===== src/rtl/pipe_pkg.sv =====
// Shared writeback types: register-file geometry and the queued result entry.
package pipe_pkg;

  localparam int REG_ADDR_W = 5;
  localparam int REG_D_W    = 32;

  localparam logic [REG_ADDR_W-1:0] REG_ZERO = '0;

  typedef struct packed {
    logic                  valid;
    logic [REG_ADDR_W-1:0] rd;
    logic [REG_D_W-1:0]    wdata;
  } wb_entry_t;

endpackage


===== src/rtl/wb_queue.sv =====
// Circular FIFO of mul/div results with squash-by-rd and two rd-match lookups.
module wb_queue
  import pipe_pkg::*;
#(
  parameter int DEPTH = 4
) (
  input  logic                  clk,
  input  logic                  reset,
  input  logic                  push,
  input  wb_entry_t             push_entry,
  input  logic                  pop,
  input  logic                  squash_en,
  input  logic [REG_ADDR_W-1:0] squash_rd,
  input  logic [REG_ADDR_W-1:0] lookup_a_rd,
  input  logic [REG_ADDR_W-1:0] lookup_b_rd,
  output logic                  lookup_a_hit,
  output logic                  lookup_b_hit,
  output wb_entry_t             head,
  output logic                  empty,
  output logic                  full
);

  localparam int PW = $clog2(DEPTH);
  localparam int CW = PW + 1;

  wb_entry_t        mem [DEPTH];
  logic [PW-1:0]    rd_ptr;
  logic [PW-1:0]    wr_ptr;
  logic [CW-1:0]    cnt;

  // Popped slots are invalidated so unoccupied slots never produce lookup hits.
  always_ff @(posedge clk or posedge reset) begin
    if (reset) begin
      rd_ptr <= '0;
      wr_ptr <= '0;
      cnt    <= '0;
      for (int i = 0; i < DEPTH; i++) begin
        mem[i] <= '0;
      end
    end else begin
      if (squash_en) begin
        for (int i = 0; i < DEPTH; i++) begin
          if (mem[i].rd == squash_rd) begin
            mem[i].valid <= 1'b0;
          end
        end
      end
      if (pop) begin
        mem[rd_ptr].valid <= 1'b0;
        rd_ptr            <= rd_ptr + PW'(1);
      end
      if (push) begin
        mem[wr_ptr] <= push_entry;
        wr_ptr      <= wr_ptr + PW'(1);
      end
      case ({push, pop})
        2'b10:   cnt <= cnt + CW'(1);
        2'b01:   cnt <= cnt - CW'(1);
        default: cnt <= cnt;
      endcase
    end
  end

  always_comb begin
    lookup_a_hit = 1'b0;
    lookup_b_hit = 1'b0;
    for (int i = 0; i < DEPTH; i++) begin
      if (mem[i].valid && (mem[i].rd == lookup_a_rd)) lookup_a_hit = 1'b1;
      if (mem[i].valid && (mem[i].rd == lookup_b_rd)) lookup_b_hit = 1'b1;
    end
  end

  assign head  = mem[rd_ptr];
  assign empty = (cnt == '0);
  assign full  = (cnt == CW'(DEPTH));

endmodule


===== src/rtl/wb_port_arbiter.sv =====
// Owns the register-file write port: pipeline writeback first, queued mul/div
// results on free cycles, plus per-source pending flags for the ID stage.
module wb_port_arbiter
  import pipe_pkg::*;
#(
  parameter int ADDR_WIDTH = REG_ADDR_W,
  parameter int D_WIDTH    = REG_D_W,
  parameter int Q_DEPTH    = 4
) (
  input  logic                  clk,
  input  logic                  reset,
  input  logic                  pipe_we,
  input  logic [ADDR_WIDTH-1:0] pipe_rd,
  input  logic [D_WIDTH-1:0]    pipe_wdata,
  input  logic                  md_valid,
  input  logic [ADDR_WIDTH-1:0] md_rd,
  input  logic [D_WIDTH-1:0]    md_wdata,
  output logic                  md_ready,
  output logic                  rf_we,
  output logic [ADDR_WIDTH-1:0] rf_rd,
  output logic [D_WIDTH-1:0]    rf_wdata,
  input  logic [ADDR_WIDTH-1:0] chk_rs,
  input  logic [ADDR_WIDTH-1:0] chk_rt,
  output logic                  pend_rs,
  output logic                  pend_rt
);

  logic      pipe_req;
  logic      q_push;
  logic      q_pop;
  logic      q_empty;
  logic      q_full;
  logic      hit_rs;
  logic      hit_rt;
  wb_entry_t push_entry;
  wb_entry_t head;

  assign pipe_req = pipe_we && (pipe_rd != REG_ZERO);
  assign md_ready = !reset && !q_full;
  assign q_push   = md_valid && md_ready && (md_rd != REG_ZERO);
  assign q_pop    = !pipe_req && !q_empty;

  // A result arriving alongside a younger pipe write to the same rd is already dead.
  always_comb begin
    push_entry       = '0;
    push_entry.valid = !(pipe_req && (md_rd == pipe_rd));
    push_entry.rd    = md_rd;
    push_entry.wdata = md_wdata;
  end

  wb_queue #(
    .DEPTH(Q_DEPTH)
  ) u_queue (
    .clk         (clk),
    .reset       (reset),
    .push        (q_push),
    .push_entry  (push_entry),
    .pop         (q_pop),
    .squash_en   (pipe_req),
    .squash_rd   (pipe_rd),
    .lookup_a_rd (chk_rs),
    .lookup_b_rd (chk_rt),
    .lookup_a_hit(hit_rs),
    .lookup_b_hit(hit_rt),
    .head        (head),
    .empty       (q_empty),
    .full        (q_full)
  );

  // Address and data hold on idle cycles; only the enable drops.
  always_ff @(posedge clk or posedge reset) begin
    if (reset) begin
      rf_we    <= 1'b0;
      rf_rd    <= '0;
      rf_wdata <= '0;
    end else if (pipe_req) begin
      rf_we    <= 1'b1;
      rf_rd    <= pipe_rd;
      rf_wdata <= pipe_wdata;
    end else if (q_pop && head.valid) begin
      rf_we    <= 1'b1;
      rf_rd    <= head.rd;
      rf_wdata <= head.wdata;
    end else begin
      rf_we    <= 1'b0;
    end
  end

  assign pend_rs = (chk_rs != REG_ZERO) && (hit_rs || (rf_we && (rf_rd == chk_rs)));
  assign pend_rt = (chk_rt != REG_ZERO) && (hit_rt || (rf_we && (rf_rd == chk_rt)));

endmodule


===== config.mk =====
export PLATFORM = sky130hd
export DESIGN_NAME = wb_port_arbiter
export DESIGN_NICKNAME = d
export VERILOG_FILES = /design/src/rtl/pipe_pkg.sv /design/src/rtl/wb_queue.sv /design/src/rtl/wb_port_arbiter.sv
export SDC_FILE = /design/constraint.sdc
export NUM_CORES = 1
export LEC_CHECK = 0
export ABC_CLOCK_PERIOD_IN_PS = 8300
export BUFFER_PORTS_ARGS = -buffer_cell sky130_fd_sc_hd__buf_2
export CAP_MARGIN = 20
export CORE_ASPECT_RATIO = 1.25
export CORE_MARGIN = 2
export CORE_UTILIZATION = 60
export CTS_BUF_LIST = sky130_fd_sc_hd__clkbuf_4
export DETAILED_ROUTE_END_ITERATION = 7
export PLACE_DENSITY = 0.88
export SETUP_SLACK_MARGIN = 0.05
export SYNTH_ARGS = -nofsm -noshare
export SYNTH_HDL_FRONTEND = slang
export SYNTH_SLANG_ARGS = --single-unit

===== constraint.sdc =====
create_clock -name clk -period 8.3 [get_ports clk]
set_input_delay 0.83 -clock clk [delete_from_list [all_inputs] [get_ports clk]]
set_output_delay 0.83 -clock clk [all_outputs]
set_load 0.01 [all_outputs]

==> flow_summary.toml, run 1 <==
[power_and_ir_drop]
peakVddDrop_v = 0.000214
power_frac_comb = 0.413
pwr-share-seq = 0.451
p_clk_frac = 0.136
p_int_mw = 2.60
power.switching_mw = 1.37
p_leak_nw = 5.04
p_per_area_nw_per_um2 = 366
switching_share = 0.344
total_power_mw = 3.97

[route]
wl_mm = 20.9
drt_iter0_drc = 468
routed_via_density = 5.95
wl_per_cell_um = 20.0
drc = 0
via_count = 6225
ant_nets = 0
first_pass_iters = 5

[yosys]
yosys.cell_types.count = 36
ys.flop_type = "dfrtp_1"
synthArstFlopShare = 1.00
synthCells = 716
seq_area_frac_synth = 0.492
synth_top_area_share = 0.492
yosysTopAreaCell = "dfrtp_1"
synth_area_per_cell_um2 = 14.0
synth_fp_nets = 814
syn_area_um2 = 10000
synth_edf_count = 0
yosys-top-cells-area = "dfrtp_1 (49%), mux2_2 (13%), mux4_2 (8.5%), mux2_4 (4.8%), xor2_1 (4.5%)"
ys_seq_elements = 197
yosys_warnings = 0

[placement]
place_area_um2 = 10600
routabilityCongestion = 0.932
io_buffer_count = 128
hpwl_mm = 13.8
place_ws_ps = 4940

[global_routing]
overflow = 0
grtUsageTotal = 0.247
grt_pass1_wl_mm = 33.9
grt_max_degree = 126
antenna_found_initial = 2
grt_pass1_vias = 6554

[setup_path]
cp.arrival_ps = 2150
critPathCaptureType = "primary output"
startpoint_type = "register"
cp.required_ps = 7470
path_max_fanout = 5
crit_type = "register to primary output"

[sta]
finalClockSkew_ps = 21.8
setup_violations = 0
fin_crit_sh = 0.359
worst-slew-pin-transition_ps = 903
slew_headroom = 0.398
setup_ws_ps = 5320
report.final.slew_viol_count = 0
grt_setup_unrepaired = "false"
max_freq_mhz = 336
fin_setup_tns_ps = 0
hold_violations = 0
post-route-min-period_ps = 2980

[cts]
ctsHoldBuffers = 0
tritoncts = "done"
htreeDepth = 4
post_cts.repair.setup_buffers = 0
cts_resized = 0
cts_sinks = 197
insertion_delay_ps = 590
clockBufferDepth = 2
cts_made_buffers = 17
clkTransAtPathRegs_ps = 160
cts_root_buffer = "clkbuf_4"

[floorplan]
fp.dieArea_um2 = 17800
fp.coreArea_um2 = 16300
fp.dieH_um = 148
start_util = 0.616
io_pins = 129
row_count = 52
fp.dieW_um = 120

[final_layout]
fillers = 1205
design_area_um2 = 10900
area_growth_pct = 8.38
postLayoutCoreUtil = 0.668
nets = 913
final_layout_size_suffix_gt1_frac = 0.432

[run]
drv_cap = 0

[worst_hold_path]
worstHoldPathType = "input port to async pin"

[outcome]
status = "completed"
registers in the layout, indices dropped and copies added, names as in the netlist:
signal / flops
u_queue.mem: 152
u_queue.cnt: 3
u_queue.rd_ptr: 2
u_queue.wr_ptr: 2
rf_we: 1
rf_wdata: 32
rf_rd: 5
power groups by stage:
stage / combinational, mW / sequential, mW / clock, mW
CTS: 1.66 / 1.78 / 0.546
finish: 1.64 / 1.79 / 0.540
detailed placement: 1.66 / 1.80 / 0
global route: 1.79 / 1.84 / 0.587
global placement: 1.58 / 1.77 / 0
floorplan: 1.31 / 1.73 / 0
cells by family after synthesis:
family / count (synthesis) / synth area share
AOI/OAI and AO/OA: 47 / 0.0262
DFF: 197 / 0.492
and+or+nand+nor: 97 / 0.0508
adders and majority gates: 10 / 0.0132
buffers and inverters: 63 / 0.0481
muxes: 222 / 0.300
xor gates and xnor gates: 80 / 0.0699
worst paths after layout:
check	slack, ps	endpoint	cells past startpoint	from
max	5320	pend_rt	6	u_queue.mem[112]
min	380	rf_wdata[12]	2	reset
max reg2reg	5800	u_queue.cnt[2]	9	u_queue.cnt[0]
min reg2reg	490	rf_wdata[10]	2	rf_wdata[10]
max in group asynchronous	6440	u_queue.mem[51]	3	reset
min in group clk	490	rf_wdata[10]	2	rf_wdata[10]
worst max-delay path: stages, from the launching register on:
cell and delay, ps:
dfrtp_1 490, xor2_1 190, nor4_1 380, nand3_1 130
nand3_1 110, o22a_1 140, buf_2 120
Yosys cell counts (4+ instances only):
master and number:
buf_6 8, buf_12 8, ha_1 9, o21ai_1 8
mux2_4 32, nand2_4 4, nand3_1 22, buf_4 12
o21ai_0 30, or4_1 8, nand4_1 4, inv_1 10
xnor2_1 28, buf_2 6, dfrtp_1 197, mux2i_1 36
xor2_1 52, clkbuf_1 13, nand2_1 37, mux2_2 116
nor4_1 11, buf_1 4, mux4_2 38, nor2_1 4
through the flow:
stage | instances | hold WS (ps)
floorplan | 716 | 448
global placement | 1011 | 459
detailed placement | 1012 | 466
CTS | 1044 | 417
global route | 1046 | 446
finish | 1046 | 383
placed cells by master, fill, tap and decap left out, types with 8 or more instances in the layout:
cell,netlist,routed
clkbuf_4,0,19
o21ai_1,8,8
xor2_1,52,52
mux2i_1,36,36
nand3_1,22,22
mux4_2,38,38
o21ai_0,30,30
ha_1,9,9
mux2_4,32,32
dfrtp_1,197,195
mux2_2,116,116
nand2_1,37,37
buf_2,6,128
inv_1,10,9
nor4_1,11,11
xnor2_1,28,28
or4_1,8,8
final cells by class:
| type | instances | area [um2] | share of cell area |
|---|---|---|---|
| well taps | 216 | 270 | 0.0249 |
| multi-input cells | 456 | 4620 | 0.425 |
| repair buffers | 133 | 691 | 0.0636 |
| clock inverters | 13 | 156 | 0.0144 |
| clock buffers | 19 | 143 | 0.0131 |
| flip-flops and latches | 197 | 4930 | 0.454 |
| inverters | 10 | 45.0 | 0.00415 |
| diodes | 2 | 5.00 | 0.000461 |
layer usage:
metal / vias to the layer above / GRT usage / part of all wire
met1: 3154 / 0.311 / 0.40
met3: 69 / 0.0468 / 0.052
met2: 235 / 0.420 / 0.51
li1: 2767 / - / -
met5: - / 0 / 0
met4: 0 / 0.106 / 0.038
Power figures use the tool's default switching activity.
==> inputs of run 2 (changes only) <==
- ABC_AREA: unset -> 1
- ABC_CLOCK_PERIOD_IN_PS: 8300 -> 2700
- CORE_UTILIZATION: 60 -> 55
- PLACE_DENSITY: 0.88 -> 0.85
- clock period: 8.3 -> 2.7 ns (I/O delays scaled with it)
==> flow_summary.toml, run 2 <==
[outcome]
status = "completed"

[yosys]
synth_area_per_cell_um2 = 7.52
yosysTopAreaCell = "dfrtp_1"
synthArstFlopShare = 1.00
yosys-top-cells-area = "dfrtp_1 (47%), nand2_1 (16%), o21ai_0 (9.7%), nor2_1 (5.1%), o21ai_2 (3.3%)"
syn_area_um2 = 10500
synth_fp_nets = 1492
yosys_warnings = 0
synth_top_area_share = 0.470
synth_most_common_cell = "nand2_1"
seq_area_frac_synth = 0.470
yosys.cell_types.count = 27
ys_seq_elements = 197
ys.flop_type = "dfrtp_1"
synth_edf_count = 0
synthCells = 1394
netlist_top_cells_count = "nand2_1 (460), o21ai_0 (203), dfrtp_1 (197)"

[global_routing]
grt_pass1_wl_mm = 46.5
grt_max_degree = 198
grtUsageTotal = 0.290
overflow = 0
grt_pass1_vias = 9451
antenna_found_initial = 1

[floorplan]
fp.dieH_um = 158
row_count = 56
io_pins = 129
start_util = 0.561
fp.dieW_um = 128
fp.dieArea_um2 = 20200
fp.coreArea_um2 = 18700

[final_layout]
largest_register_ff_count = 152
fin_cells = 1791
regMostFlops = "u_queue.mem"
area_growth_pct = 15.7
reg_top3 = "u_queue.mem (152), rf_wdata (32), rf_rd (5)"
layout_common_cells = "nand2_1 (458), o21ai_0 (202), dfrtp_1 (196), nor2_1 (142), buf_2 (128)"
nets = 1643
final_layout_size_suffix_gt1_frac = 0.153
final_common_cell = "nand2_1"
postLayoutCoreUtil = 0.648

[sta]
worst-slew-pin-transition_ps = 1040
max_freq_mhz = 449
fin_crit_sh = 0.825
post-route-min-period_ps = 2230
timing.hold.ws_ps = 14.2
setup_ws_ps = 473
report.final.slew_viol_count = 0
hold_violations = 0
fin_setup_tns_ps = 0
grt_setup_unrepaired = "false"
slew_headroom = 0.307
setup_violations = 0
finalClockSkew_ps = 25.3

[cts]
clkTransAtPathRegs_ps = 140
insertion_delay_ps = 610
cts_root_buffer = "clkbuf_4"
cts_sinks = 197
cts_made_buffers = 17
clockBufferDepth = 2
ctsHoldBuffers = 67
htreeDepth = 4
tritoncts = "done"
cts_resized = 0
post_cts.repair.setup_buffers = 0

[route]
drc = 0
via_count = 9891
ant_nets = 0
drt_iter0_drc = 864
routed_via_density = 5.52
first_pass_iters = 5
wl_per_cell_um = 16.1
wl_mm = 28.9

[setup_path]
crit_type = "register to primary output"
startpoint_type = "register"
path_max_fanout = 6
cp.required_ps = 2430
critPathCaptureType = "primary output"
cp.arrival_ps = 1960

[placement]
io_buffer_count = 128
place_ws_ps = 432
hpwl_mm = 18.2
routabilityCongestion = 0.984
dp.cells = 1691

[power_and_ir_drop]
p_per_area_nw_per_um2 = 1060
peakVddDrop_v = 0.000682
p_leak_nw = 6.29

[worst_hold_path]
worstHoldPathType = "input port to async pin"

[run]
drv_cap = 0
[run 2: power by group]
part | total [mW] | switching, mW | internal (mW)
logic | 5.80 | 3.62 | 2.18
clock network | 1.68 | 0.989 | 0.689
registers | 5.43 | 1.08 | 4.35
[run 2: path summary, 6_finish.rpt]
| kind | from | to | slack [ps] | cells past startpoint |
|---|---|---|---|---|
| worst min-delay path | reset | u_queue.mem[70] | 10 | 3 |
| worst max-delay path | u_queue.mem[110] | pend_rs | 470 | 8 |
| worst max register to register | u_queue.rd_ptr[1] | rf_rd[4] | 640 | 9 |
| min in group clk | md_rd[1] | u_queue.mem[147] | 60 | 3 |
| max in group asynchronous | reset | u_queue.mem[5] | 1930 | 3 |
| worst min register to register | u_queue.mem[31] | u_queue.mem[31] | 490 | 2 |
[run 2: routing by layer]
layer	track usage	wire, um
met2	0.498	14500
met4	0.111	798
met1	0.372	11900
met5	0	0
met3	0.0440	1720
[run 2: cells by family (layout without fill, tap and decap cells)]
logic type / count (synthesis) / in the layout / share of synthesized area
AND/OR/NAND/NOR: 679 / 679 / 0.254
AO/OA/AOI/OAI: 302 / 302 / 0.159
flip-flops: 197 / 197 / 0.470
buffers and inverters: 179 / 343 / 0.0818
XOR/XNOR: 27 / 27 / 0.0225
adder cells (fa/ha/maj): 10 / 10 / 0.0126
other: 0 / 1 / 0
[run 2: worst max-delay path, cell delays in order (launching register included)]
cell and delay, ps:
dfrtp_1 580, inv_1 100, o21ai_0 210, nor2_1 70
nand3_1 80, nand2_1 50, nor2_1 100, nor2_1 50
buf_2 140
[run 2: cell type report]
cell class                      instances  area, um2
Clock inverter                         11        150
Antenna cell                            1       2.50
Tap cell                              232        290
Inverter                               96        367
Sequential cell                       197       4930
Fill cell                            1609       6580
Multi-Input combinational cell       1018       4720
Clock buffer                           21        158
Timing Repair Buffer                  215       1510
[run 2: through the flow]
| step | total power, mW | area [um2] |
|---|---|---|
| 6_report | 12.9 | 12100 |
| 5_1_grt | 14.0 | 12100 |
| 4_1_cts | 12.8 | 12100 |
| 3_5_place_dp | 11.1 | 11100 |
| 3_3_place_gp | 10.8 | 11100 |
| 2_1_floorplan | 9.40 | 10600 |
